==> src/rtl/regfile_wb_arbiter_pkg.sv <==
// Shared write-back types and register-file geometry for the write-port arbiter.
package wb_pkg;

    localparam int REG_AW        = 5;
    localparam int DATA_W        = 32;
    localparam int NUM_ARCH_REGS = 32;

    localparam logic [REG_AW-1:0] ZERO_REG = 5'd0;

    typedef struct packed {
        logic [REG_AW-1:0] addr;
        logic [DATA_W-1:0] data;
    } wb_req_t;

endpackage

==> src/rtl/regfile_wb_arbiter_rr.sv <==
// Combinational round-robin arbiter: the search starts one past ptr, so ptr holds the last winner.
module rr_arbiter #(
    parameter int N = 3,
    localparam int PW = (N > 1) ? $clog2(N) : 1
) (
    input  logic [N-1:0]  req,
    input  logic [PW-1:0] ptr,
    output logic [N-1:0]  grant,
    output logic [PW-1:0] idx,
    output logic          any
);

    int unsigned j;

    always_comb begin
        grant = '0;
        idx   = '0;
        any   = 1'b0;
        j     = 0;
        for (int unsigned k = 1; k <= N; k++) begin
            j = (32'(ptr) + k) % N;
            if (!any && req[j]) begin
                any      = 1'b1;
                grant[j] = 1'b1;
                idx      = PW'(j);
            end
        end
    end

endmodule

==> src/rtl/regfile_wb_arbiter.sv <==
// Register-file write-port arbiter with RAW pending-write scoreboard.
// Optional per-requester stall counters are enabled by defining WB_PERF_CNT_EN.
module regfile_wb_arbiter
    import wb_pkg::*;
#(
    parameter int NUM_REQ = 3,
    parameter int CNT_W   = 2
) (
    input  logic                        clk,
    input  logic                        rst_n,
    input  logic [NUM_REQ-1:0]          req_valid,
    output logic [NUM_REQ-1:0]          req_ready,
    input  logic [REG_AW*NUM_REQ-1:0]   req_addr,
    input  logic [DATA_W*NUM_REQ-1:0]   req_data,
    input  logic                        rsv_valid,
    input  logic [REG_AW-1:0]           rsv_addr,
    output logic                        rsv_ready,
    output logic                        rf_we,
    output logic [REG_AW-1:0]           rf_waddr,
    output logic [DATA_W-1:0]           rf_wdata,
`ifdef WB_PERF_CNT_EN
    input  logic                        perf_clr,
    output logic [16*NUM_REQ-1:0]       perf_stall,
`endif
    output logic [NUM_ARCH_REGS-1:0]    busy_mask
);

    localparam int PW = $clog2(NUM_REQ);
    localparam logic [CNT_W-1:0] CNT_MAX = '1;

    wb_req_t                 reqs [NUM_REQ];
    wb_req_t                 win;
    logic [PW-1:0]           rr_ptr;
    logic [PW-1:0]           win_idx;
    logic                    win_any;
    logic [CNT_W-1:0]        pending_cnt [NUM_ARCH_REGS];
    logic [NUM_ARCH_REGS-1:0] inc_vec;
    logic [NUM_ARCH_REGS-1:0] dec_vec;
    logic                    rsv_take;
    logic                    wb_clear;

    for (genvar i = 0; i < NUM_REQ; i++) begin : g_unpack
        assign reqs[i] = {req_addr[REG_AW*i +: REG_AW], req_data[DATA_W*i +: DATA_W]};
    end

    rr_arbiter #(.N(NUM_REQ)) u_arb (
        .req   (req_valid),
        .ptr   (rr_ptr),
        .grant (req_ready),
        .idx   (win_idx),
        .any   (win_any)
    );

    assign win = reqs[win_idx];

    assign rsv_ready = (rsv_addr == ZERO_REG) || (pending_cnt[rsv_addr] != CNT_MAX);
    assign rsv_take  = rsv_valid && rsv_ready && (rsv_addr != ZERO_REG);
    assign wb_clear  = win_any && (win.addr != ZERO_REG);

    always_comb begin
        inc_vec = '0;
        dec_vec = '0;
        if (rsv_take) inc_vec[rsv_addr] = 1'b1;
        if (wb_clear) dec_vec[win.addr] = 1'b1;
    end

    always_ff @(posedge clk or negedge rst_n) begin
        if (!rst_n) begin
            rf_we    <= 1'b0;
            rf_waddr <= '0;
            rf_wdata <= '0;
            rr_ptr   <= PW'(NUM_REQ - 1);
        end else if (win_any) begin
            rf_we    <= (win.addr != ZERO_REG);
            rf_waddr <= win.addr;
            rf_wdata <= win.data;
            rr_ptr   <= win_idx;
        end else begin
            rf_we    <= 1'b0;
        end
    end

    // Reserve and clear of the same register cancel; clearing an empty counter holds at zero.
    always_ff @(posedge clk or negedge rst_n) begin
        if (!rst_n) begin
            for (int unsigned r = 0; r < NUM_ARCH_REGS; r++) pending_cnt[r] <= '0;
        end else begin
            for (int unsigned r = 0; r < NUM_ARCH_REGS; r++) begin
                if (inc_vec[r] && !dec_vec[r])
                    pending_cnt[r] <= pending_cnt[r] + 1'b1;
                else if (dec_vec[r] && !inc_vec[r] && pending_cnt[r] != '0)
                    pending_cnt[r] <= pending_cnt[r] - 1'b1;
            end
        end
    end

    always_comb begin
        busy_mask = '0;
        for (int unsigned r = 0; r < NUM_ARCH_REGS; r++)
            busy_mask[r] = (pending_cnt[r] != '0);
    end

`ifdef WB_PERF_CNT_EN
    logic [15:0] stall_cnt [NUM_REQ];

    always_ff @(posedge clk or negedge rst_n) begin
        if (!rst_n) begin
            for (int unsigned i = 0; i < NUM_REQ; i++) stall_cnt[i] <= '0;
        end else begin
            for (int unsigned i = 0; i < NUM_REQ; i++) begin
                if (perf_clr)
                    stall_cnt[i] <= '0;
                else if (req_valid[i] && !req_ready[i] && stall_cnt[i] != '1)
                    stall_cnt[i] <= stall_cnt[i] + 16'd1;
            end
        end
    end

    for (genvar i = 0; i < NUM_REQ; i++) begin : g_perf
        assign perf_stall[16*i +: 16] = stall_cnt[i];
    end
`endif

    for (genvar i = 0; i < NUM_REQ; i++) begin : g_hold
        a_hold: assert property (@(posedge clk) disable iff (!rst_n)
            req_valid[i] && !req_ready[i] |=> req_valid[i]);
    end

    a_onehot: assert property (@(posedge clk) disable iff (!rst_n) $onehot0(req_ready));

    a_underflow: assert property (@(posedge clk) disable iff (!rst_n)
        wb_clear |-> (pending_cnt[win.addr] != '0) || (rsv_take && rsv_addr == win.addr));

endmodule
==> config.mk <==
export PLATFORM = sky130hd
export DESIGN_NAME = regfile_wb_arbiter
export DESIGN_NICKNAME = d
export VERILOG_FILES = /design/src/rtl/regfile_wb_arbiter_pkg.sv /design/src/rtl/regfile_wb_arbiter_rr.sv /design/src/rtl/regfile_wb_arbiter.sv
export SDC_FILE = /design/constraint.sdc
export NUM_CORES = 1
export LEC_CHECK = 0
export BUFFER_PORTS_ARGS = -buffer_cell sky130_fd_sc_hd__buf_2
export CAP_MARGIN = 20
export CELL_PAD_IN_SITES_DETAIL_PLACEMENT = 1
export CELL_PAD_IN_SITES_GLOBAL_PLACEMENT = 1
export CORE_AREA = 4 4 193 139
export DETAILED_ROUTE_END_ITERATION = 8
export DIE_AREA = 0 0 197 143
export PLACE_DENSITY_LB_ADDON = 0.1
export SETUP_SLACK_MARGIN = 0.15
export SLEW_MARGIN = 15
export SYNTH_ARGS = -nofsm -noshare
export SYNTH_HDL_FRONTEND = slang
export SYNTH_HIERARCHICAL = 1
export SYNTH_SLANG_ARGS = --single-unit
==> constraint.sdc <==
create_clock -name clk -period 5.5 [get_ports clk]
set_input_delay 0.55 -clock clk [delete_from_list [all_inputs] [get_ports clk]]
set_output_delay 0.55 -clock clk [all_outputs]
set_load 0.05 [all_outputs]
-- Yosys cells after proc, flatten, opt, wreduce, memory -nomap -nowiden
Cells that the tools add are included.
- add/sub/neg operators: 67
- multiply operators: 0
- div/mod/pow operators: 3
- magnitude comparators: 12
- equal/unequal tests: 1
- shift-type cells: 0
- multiplexer cells: 98
- bitwise gates (word level): 4
- reduce and logical (&&, ||, !) cells: 240
- operators with widths (cell ; number):
    $mux 2 ; 69
    $reduce_bool 2->1 ; 64
    $logic_and 1x1->1 ; 106
    $ge 32x1->1 const B ; 3
    $lt 32x3->1 const B ; 3
    $mod 32x2->32 const B ; 3
    $bmux 37 s2 ; 1
    $mux 37 ; 2
    $logic_not 1->1 ; 66
    $add 2x1->2 const B ; 32
    $mux 32 ; 2
    $sub 2x1->2 const B ; 32
    $lt 5x6->1 const B ; 2
    $mux 1 ; 12
    $bmux 2 s5 ; 1
    $demux 1 s5 ; 2
    $ge 5x1->1 const B ; 2
    $reduce_bool 5->1 ; 2
    $mux 3 ; 3
    $add 2x2->3 const B ; 2
    $bmux 1 s2 ; 3
    $demux 1 s2 ; 3
    $ge 6x6->1 const B ; 1
    $not 5->6 ; 1
    7 further kinds ; 8
- bits in registers: 104
- latch bits: 0
- RAM bits: 0
- bits in read-only memories: 0
- bits of input ports: 122
- output and inout port bits: 74
- memories: 0

-- Longest topological paths before layout
Gate-level depths: netlist of the first run.
- depth after elaboration: 24
- mapped depth: 17

-- Hierarchy
Netlist of the first run, hierarchy kept.
- by module, submodules not included (module ; instances ; cells each ; area an instance (µm²)):
    regfile_wb_arbiter ; 1 ; 896 ; 7372.1
    rr_arbiter ; 1 ; 40 ; 281.5

-- Least setup slack after synthesis of the first run
OpenSTA, ideal clock, no wires.
- kind: register to register
- from: reg rr_ptr[1]
- to: reg pending_cnt[6] (netlist bit)
- setup time: 0.121 ns
- arrival: 3.242 ns
- data required time: 5.379 ns
- slack: 2.136 ns
- cell stages (with the launch flop): 15
- path buffers: 2
- period minus slack after synthesis: 3.364 ns
- cell sequence: dfstp_2 ha_1 buf_4 nand2b_1 o22ai_1 a21oi_1 a21oi_1 buf_2 mux2i_1 a2bb2oi_2 nand3_1 o31a_1 and4b_1 o2bb2ai_1 nand2_1
- elaborated cells between the ends (all ways): 40
- RTL lines (item ; RTL line ; RTL):
    start, declared ; regfile_wb_arbiter.sv:33 ; logic [PW-1:0] rr_ptr;
    start signal, assigned ; regfile_wb_arbiter.sv:72 ; rr_ptr <= PW'(NUM_REQ - 1);
    start signal, assigned ; regfile_wb_arbiter.sv:77 ; rr_ptr <= win_idx;
    $add 2x1->3 ; regfile_wb_arbiter_rr.sv:21 ; j = (32'(ptr) + k) % N;
    $mod 32x2->32 ; regfile_wb_arbiter_rr.sv:21 ;
    $bmux 1 s2 ; regfile_wb_arbiter_rr.sv:22 ; if (!any && req[j]) begin
    $mux 1 (implied by the code) ; regfile_wb_arbiter_rr.sv:22 ;
    $mux 1 ; regfile_wb_arbiter_rr.sv:22 ;
    $logic_not 1->1 ; regfile_wb_arbiter_rr.sv:22 ;
    $logic_and 1x1->1 ; regfile_wb_arbiter_rr.sv:22 ;
    $mux 1 ; regfile_wb_arbiter_rr.sv:22 ;
    [3 not listed] ; n/a ;
    net win_idx[0] ; regfile_wb_arbiter.sv:34 ; logic [PW-1:0] win_idx;
    [2 not listed] ; n/a ;
    $mux 37 (implied by the code) * (2 in series) ; regfile_wb_arbiter.sv:54 ; assign win = reqs[win_idx];
    $reduce_bool 5->1 * ; regfile_wb_arbiter.sv:58 ; assign wb_clear = win_any && (win.addr != ZERO_REG);
    $logic_and 1x1->1 * ; regfile_wb_arbiter.sv:58 ;
    net wb_clear ; regfile_wb_arbiter.sv:40 ; logic wb_clear;
    $mux 32 * ; regfile_wb_arbiter.sv:64 ; if (wb_clear) dec_vec[win.addr] = 1'b1;
    $logic_not 1->1 / $logic_and 1x1->1 (equally long branches) ; regfile_wb_arbiter.sv:89, regfile_wb_arbiter.sv:91 ;
    $logic_and 1x1->1 (on tied branches) ; regfile_wb_arbiter.sv:89, regfile_wb_arbiter.sv:91 ;
    $mux 2 / $reduce_bool 2->1 (equally long branches) ; n/a ;
    end signal, assigned by index ; regfile_wb_arbiter.sv:90 ; pending_cnt[r] <= pending_cnt[r] + 1'b1;
    end signal, assigned by index ; regfile_wb_arbiter.sv:92 ; pending_cnt[r] <= pending_cnt[r] - 1'b1;
    end, declared ; regfile_wb_arbiter.sv:36 ; logic [CNT_W-1:0] pending_cnt [NUM_ARCH_REGS];
Mark *: on every way through the listed nets, which the timed path passes. The rest lies on a longest branch. The select of a mux whose other input is x is not followed.
A chain may end at the register's enable or synchronous reset.

-- Final worst setup path of the first run
- from: reg rr_ptr[0]
- to: reg pending_cnt[57] (netlist bit)
- cells in the longest elaborated chain, start to end: 23
- elaborated cells between the ends (all ways): 40
- RTL lines (item ; RTL line):
    $add 2x1->3 ; regfile_wb_arbiter_rr.sv:21
    $mod 32x2->32 ; regfile_wb_arbiter_rr.sv:21
    $bmux 1 s2 ; regfile_wb_arbiter_rr.sv:22
    $mux 1 (implied by the code) ; regfile_wb_arbiter_rr.sv:22
    $mux 1 ; regfile_wb_arbiter_rr.sv:22
    $logic_not 1->1 ; regfile_wb_arbiter_rr.sv:22
    $logic_and 1x1->1 ; regfile_wb_arbiter_rr.sv:22
    $mux 1 ; regfile_wb_arbiter_rr.sv:22
    [3 not listed] ; n/a
    net win_idx[0] ; regfile_wb_arbiter.sv:34
    [4 not listed] ; n/a
    $lt 5x6->1 (implied by the code) / $ge 5x1->1 (equally long branches) ; regfile_wb_arbiter.sv:64
    $logic_and 1x1->1 (implied by the code) ; regfile_wb_arbiter.sv:64
    $mux 1 (implied by the code) ; regfile_wb_arbiter.sv:64
    $demux 1 s5 ; regfile_wb_arbiter.sv:64
    $mux 32 * ; regfile_wb_arbiter.sv:64
    $logic_not 1->1 / $logic_and 1x1->1 (equally long branches) ; regfile_wb_arbiter.sv:89, regfile_wb_arbiter.sv:91
    $logic_and 1x1->1 (on tied branches) ; regfile_wb_arbiter.sv:89, regfile_wb_arbiter.sv:91
    $mux 2 / $reduce_bool 2->1 (equally long branches) ; n/a
Marked as above.

==> reports/metrics.cfg, run 1 <==
[timing]
setup_violations=0
finalCritPeriodShare=0.796
grt_setup_unrepaired=no
fin_skew_ps=12.2
finalHoldViolCount=0
fin_tns_setup_ps=0
relSlewSlack=0.447
drv_slew=0
period_needed_ps=4380
fmax_mhz=228
tightest_slew_ps=827

[synth]
ys_top_cells_by_area=dfrtp_1 (34%), mux2i_1 (7.3%), nor2_1 (7.0%), a21oi_1 (6.2%), nand2_1 (4.8%)
synth_top_area_cell=dfrtp_1
synthDistinctLibCells=56
synthCells=936
synth_edf_count=0
netlist.area_leader.share=0.337
ys_warn_count=6
syn-mean-instance-area_sq_um=8.18
netlist_area_sq_um=7650
syn-num-nets=1062
synth_ff_type=dfrtp_1
yosysSeqAreaShare=0.340
yosys_register_bits=104
async_flop_share=1.00

[cts]
cts_inserted_buffers=9
postCtsSetupBuffers=0
clk_path_buf_depth=2
clk_latency_ps=370
post_cts_resized=0
clockRootBuffer=clkbuf_16
cts_num_sinks=104
ctsHoldBuffers=0
path_clk_slew_ps=70
htree_num_levels=3
cts_tree=yes

[floorplanning]
rows=49
die_h_um=143
fp.coreArea_sq_um=25100
die_w_um=197
start_util=0.304
dieArea_sq_um=28200
io_pins=196

[setup_path]
cp-start-kind=flop
r2r-start=rr_ptr[0]
crit_arrival_ps=4630
r2r_cells=13
endpoint_kind=flop
critical_path_class=flop to flop
cp.required_ps=5750
crit_fanout=18
r2r_end=pending_cnt[57]
rrSetupSlack_ps=1120

[worst_hold_path]
hp-class=input port to async pin

[finish]
drive_above_1_share=0.261
antenna_cells=0
n_fill_cell=3081
layout_commonest_cell=buf_2
nNetsFinal=1225
syn_to_final_growth_pct=20.6
layout_common_cells=buf_2 (194), nor2_1 (142), dfrtp_1 (103)

[placed_design]
gp_congestion=0.859
dpl.hpwl_um=21400
numPortBuffers=195

[power_and_ir_drop]
seqPwrFrac=0.253
p_int_w=0.00257
clkPwrFrac=0.120
netSwitchingFraction=0.556
share_comb_of_total_power=0.627
cellLeakagePower_nw=4.13
p_total_w=0.00579
power_switching_w=0.00322
powerDensity_nw_per_um2=627
ir_drop_uv=342

[global_route]
grt_max_degree=76
track_usage=0.201
grt-ovfl-total=0
grt_pass1_wl_um=44700
antenna_found_initial=0
first_global_vias=7857

[drt]
vias=7672
first_iter_violations=443
viasPerCell=5.35
remaining_drc_errors=0
wl_um=28300
post_drt_wl_per_cell_um=19.7
firstDrtPassIters=5
ant_nets=0

[outcome]
status=completed

[run]
cap_violations=0

-- sequential cells by signal, indices dropped and copies added (netlist names) --
name         cells
rf_waddr         5
rr_ptr           2
rf_wdata        32
rf_we            1
pending_cnt     64
-- layer usage --
layer | routed length [um] | track usage
met1 | 14200 | 0.296
met3 | 987 | 0.0425
met2 | 12900 | 0.309
met5 | 0 | 0
met4 | 242 | 0.0346
-- kinds of logic after synthesis --
family                     after synthesis  share of synthesized area
buffers and inverters                   73                     0.0463
adders and majority gates                4                    0.00654
AOI/OAI and AO/OA                      271                      0.245
muxes                                   69                      0.103
and+or+nand+nor                        415                      0.260
DFF                                    104                      0.340
-- area by class of cell --
cell class / instances / area, sq um / share of cell area
clock buffer: 11 / 243 / 0.0263
clock inverter: 5 / 56.3 / 0.00610
inverter: 18 / 67.6 / 0.00732
multi-input combinational: 759 / 4740 / 0.514
sequential: 104 / 2600 / 0.282
tap: 331 / 414 / 0.0449
timing repair buffer: 207 / 1100 / 0.119
-- stage by stage --
step	utilization	std cells	cell area, sq um	worst slack [ps]	hold slack (ps)
6_report	0.367	1435	9230	1120	229
5_1_grt	0.367	1435	9230	805	283
4_1_cts	0.366	1434	9200	1150	255
3_5_place_dp	0.354	1418	8900	1190	395
3_3_place_gp	0.354	1418	8900	1300	387
2_1_floorplan	-	936	7650	2140	254
-- power by group through the flow --
| stage | clock (W) | sequential, W | combinational [W] |
|---|---|---|---|
| after floorplan | 0 | 0.00187 | 0.00223 |
| after global placement | 0 | 0.00147 | 0.00360 |
| after detailed placement | 0 | 0.00147 | 0.00365 |
| after CTS | 0.000719 | 0.00146 | 0.00365 |
| after global routing | 0.000751 | 0.00152 | 0.00394 |
| final | 0.000694 | 0.00146 | 0.00363 |
-- worst max path at each step --
stage / from / endpoint / slack, ps
after CTS: rr_ptr[0] / pending_cnt[61] / 1150
after detailed placement: rr_ptr[0] / pending_cnt[57] / 1190
after global routing: rr_ptr[0] / pending_cnt[61] / 800
after global placement: rsv_addr[0] / pending_cnt[52] / 1300
final: rr_ptr[0] / pending_cnt[57] / 1120
after floorplan: rr_ptr[1] / pending_cnt[6] / 2140
-- worst max-delay path, cell delays in order (launching register included) --
cell       delay, ps
dfrtp_1          400
inv_1             80
ha_1             450
nand2b_1         180
a21bo_1          140
nand4_1          190
a21oi_4          720
mux2i_1          360
o2bb2ai_1        310
nor3_1           750
nand2_1          190
and2_1           230
o211ai_1         180
nand2_1           70
-- cell usage after synthesis (2+ instances only) --
| cell | n |
|---|---|
| nor2b_1 | 15 |
| or2_2 | 33 |
| nand3_1 | 35 |
| dfrtp_1 | 103 |
| nand2_1 | 98 |
| buf_4 | 5 |
| ha_1 | 4 |
| and3_1 | 12 |
| a31oi_1 | 4 |
| mux4_2 | 7 |
| a311oi_1 | 2 |
| a221oi_2 | 2 |
| o22ai_2 | 3 |
| o2bb2ai_1 | 30 |
| buf_2 | 13 |
| mux2_2 | 6 |
| o22ai_1 | 4 |
| a22o_1 | 3 |
| o21bai_1 | 14 |
| a211oi_1 | 9 |
| buf_1 | 6 |
| o21ai_0 | 16 |
| and2_1 | 14 |
| a2bb2oi_2 | 3 |
| inv_1 | 18 |
| and3b_1 | 8 |
| a22oi_1 | 4 |
| nor3_2 | 3 |
| buf_6 | 6 |
| a21oi_1 | 95 |
| nor3_1 | 18 |
| o21ai_1 | 10 |
| nor2_1 | 142 |
| clkbuf_1 | 25 |
| nand2b_1 | 8 |
| nor3b_1 | 12 |
| o31ai_1 | 11 |
| a2bb2oi_1 | 10 |
| nand4_1 | 13 |
| o32ai_1 | 11 |
| mux2i_1 | 56 |
| o211ai_1 | 31 |
Power figures use the tool's default switching activity.
==> run 2: changes to the inputs <==
--- a/config.mk
+++ b/config.mk
@@ -5,13 +5,14 @@
 export SDC_FILE = /design/constraint.sdc
 export NUM_CORES = 1
 export LEC_CHECK = 0
+export ABC_AREA = 1
 export BUFFER_PORTS_ARGS = -buffer_cell sky130_fd_sc_hd__buf_2
 export CAP_MARGIN = 20
 export CELL_PAD_IN_SITES_DETAIL_PLACEMENT = 1
 export CELL_PAD_IN_SITES_GLOBAL_PLACEMENT = 1
-export CORE_AREA = 4 4 193 139
+export CORE_AREA = 4 4 191 137
 export DETAILED_ROUTE_END_ITERATION = 8
-export DIE_AREA = 0 0 197 143
+export DIE_AREA = 0 0 195 141
 export PLACE_DENSITY_LB_ADDON = 0.1
 export SETUP_SLACK_MARGIN = 0.15
 export SLEW_MARGIN = 15
==> constraint.sdc (replaced) <==
create_clock -name clk -period 3.85 [get_ports clk]
set_input_delay 0.385 -clock clk [delete_from_list [all_inputs] [get_ports clk]]
set_output_delay 0.385 -clock clk [all_outputs]
set_load 0.05 [all_outputs]
==> run 2 against run 1 <==
Against the previous run: combinational power grew 85%; worst setup slack lost 650 ps; total power grew 68%; highest routed layer unchanged; clock power grew 46%; via count grew 5.9%; global-route usage grew 0.75 points; worst hold slack lost 120 ps; sequential share of layout area grew 0.38 points; sequential power grew 36%; critical endpoint is now pending_cnt[42]; non-clock buffer count grew 8; first-iteration DRC count grew 9.3%.
==> reports/metrics.cfg, run 2 <==
[finish]
nNetsFinal=1462  ; +19%
top_register=pending_cnt
antenna_cells=0  ; unchanged
top_regs=pending_cnt (64), rf_wdata (32), rf_waddr (5)
drive_above_1_share=0.250  ; -0.0111
layout_commonest_cell=nand2_1
syn_to_final_growth_pct=22.2
layout_common_cells=nand2_1 (373), buf_2 (194), nor2_1 (142)
largest_reg_flops=64  ; unchanged

[placed_design]
numPortBuffers=195  ; unchanged
dp_slack_ps=225  ; -964 ps
dpl.hpwl_um=21700  ; +1.4%
gp_congestion=0.860  ; +0.10%

[synth]
netlist.area_leader.share=0.346  ; +0.00910
synth_top_area_cell=dfrtp_1
syn-mean-instance-area_sq_um=6.45  ; -21%
synthDistinctLibCells=31  ; -45%
yosysSeqAreaShare=0.349  ; +0.00920
netlist_top_cells_count=nand2_1 (375), nor2_1 (149), inv_1 (116), nand3_1 (116), dfrtp_1 (103)
async_flop_share=1.00  ; unchanged
post-synth-top-count-cell=nand2_1
syn-num-nets=1282  ; +21%
netlist_area_sq_um=7450  ; -2.6%
yosys_register_bits=104  ; unchanged
ys_warn_count=6  ; unchanged
synth_ff_type=dfrtp_1
synthCells=1156  ; +24%
synth_edf_count=0  ; unchanged
ys_top_cells_by_area=dfrtp_1 (35%), nand2_1 (19%), nand3_1 (7.8%), nor2_1 (7.5%), inv_1 (5.8%)

[global_route]
use_met1=0.303  ; +0.00654
antenna_found_initial=0  ; unchanged
use_met2=0.332  ; +0.0229
grt_pass1_wl_um=46200  ; +3.4%
grt_max_degree=62  ; -18%
busiest_layer=met2
track_usage=0.208  ; +0.00748
first_global_vias=8396  ; +6.9%
grt-ovfl-total=0  ; unchanged
met3_usage=0.0349  ; -0.00757

[timing]
fin_skew_ps=12.7  ; +0.530 ps
grt_setup_unrepaired=no
holdWs_ps=107  ; -122 ps
finalCritPeriodShare=0.878  ; +0.0820
drv_slew=0  ; unchanged
tightest_slew_ps=845  ; +17.9 ps
fin_tns_setup_ps=0  ; unchanged
setup_violations=0  ; unchanged
period_needed_ps=3380  ; -998 ps
fin_ws_ps=469  ; -652 ps
fmax_mhz=296  ; +30%
finalHoldViolCount=0  ; unchanged
relSlewSlack=0.437  ; -0.0107

[run]
cap_violations=0  ; unchanged

[drt]
ant_nets=0  ; unchanged
first_iter_violations=484  ; +9.3%
post_drt_wl_per_cell_um=17.3  ; -13%
firstDrtPassIters=5  ; unchanged
vias=8126  ; +5.9%
wl_um=28800  ; +1.6%
remaining_drc_errors=0  ; unchanged
viasPerCell=4.88  ; -8.8%

[cts]
htree_num_levels=3  ; unchanged
cts_num_sinks=104  ; unchanged
clockRootBuffer=clkbuf_16
ctsHoldBuffers=0  ; unchanged
clk_latency_ps=380  ; about the same
path_clk_slew_ps=80  ; about the same
cts_inserted_buffers=9  ; unchanged
cts_tree=yes
clk_path_buf_depth=2  ; unchanged

[setup_path]
crit_arrival_ps=3650  ; -980 ps
endpoint_kind=flop
rrSetupSlack_ps=470  ; -650 ps
cp.required_ps=4120  ; -1630 ps
cp-start-kind=flop
crit_fanout=13  ; -5
critPathCapture=pending_cnt[42]
r2r-start=rr_ptr[1]
critical_path_class=flop to flop
r2r_end=pending_cnt[42]
startpoint=rr_ptr[1]
r2r_cells=20  ; +7

[power_and_ir_drop]
cellLeakagePower_nw=4.46  ; +8.2%
powerDensity_nw_per_um2=1070  ; +70%
ir_drop_uv=657  ; +92%
p_total_w=0.00972  ; +68%

[floorplanning]
die_h_um=141  ; -1.4%
start_util=0.306  ; +0.00114
io_pins=196  ; unchanged
die_w_um=195  ; -1.0%
fp.coreArea_sq_um=24400  ; -3.0%
dieArea_sq_um=27500  ; -2.4%
rows=48  ; -2.0%

[outcome]
status=completed

[worst_hold_path]
hp-class=input port to async pin

-- run 2: cell count changes in the layout (fill, tap and decap cells not counted), moves of 20 or more --
cell | before | now
inv_1 | 18 | 114
nand3_2 | 0 | 22
o2bb2ai_1 | 30 | 0
nand2_1 | 98 | 373
a31oi_1 | 4 | 34
a21oi_1 | 94 | 9
mux2i_1 | 56 | 0
nand3_1 | 35 | 115
o21ai_1 | 10 | 30
-- run 2: metal layers --
layer	share of wire	vias up	routed length, um
met3	0.041	19	1170
met1	0.50	3901	14400
li1	-	4062	-
met4	0.0097	0	278
met5	0	-	0
met2	0.45	144	12900
-- run 2: cell families after synthesis --
group,synth area share
and+or+nand+nor,0.448
buffers and inverters,0.0989
AOI/OAI and AO/OA,0.0972
DFF,0.349
adders and majority gates,0.00672
-- run 2: worst min-delay path by stage --
| stage | from | end | depth (start not counted) |
|---|---|---|---|
| final | rst_n | rf_wdata[26] | 1 |
| after global routing | rst_n | rf_wdata[26] | 1 |
| after CTS | rst_n | rf_wdata[26] | 1 |
| after detailed placement | pending_cnt[62] | pending_cnt[62] | 0 |
| after global placement | pending_cnt[63] | pending_cnt[63] | 0 |
| after floorplan | rst_n | pending_cnt[0] | 0 |
-- run 2: final cells by class --
class | count | area, sq um
fillers | 3274 | 15300
multi-input cells | 877 | 4150
flip-flops and latches | 104 | 2600
repair buffers | 215 | 1140
inverters | 129 | 494
well taps | 325 | 407
clock buffers | 9 | 225
clock inverters | 7 | 85.1
-- run 2: worst max-delay path: stages, from the launching register on --
cell and delay, ps:
dfstp_2 580, inv_1 70, ha_1 240, inv_1 90
nand2_1 60, nand3b_1 140, nand2_2 100, nand3_2 90
nand2_1 100, buf_4 190, or2_2 290, o211ai_1 120
nand2_1 150, nor2_1 200, nand2_1 250, nor2_2 250
inv_1 80, nand3_2 100, nand2_1 60, nand2_1 50
nand2_1 60
-- run 2: power by group --
| part | internal [W] | switching [W] |
|---|---|---|
| clock network | 0.000519 | 0.000491 |
| registers | 0.00163 | 0.000359 |
| logic | 0.00187 | 0.00485 |
| total | 0.00402 | 0.00570 |
-- run 2: repair_timing --
item / CTS / global route
endpoints found under the hold margin: 0 / 0
buffers inserted: 0 / 5
resized for setup: 0 / 13
endpoints found under the setup margin: 0 / 60
-- run 2: per-stage QoR --
stage / cell area [sq um] / utilization / cells
finish: 9110 / 0.374 / 1666
global route: 9110 / 0.374 / 1666
CTS: 9030 / 0.370 / 1661
detailed placement: 8720 / 0.358 / 1645
global placement: 8720 / 0.358 / 1645
floorplan: 7450 / - / 1156
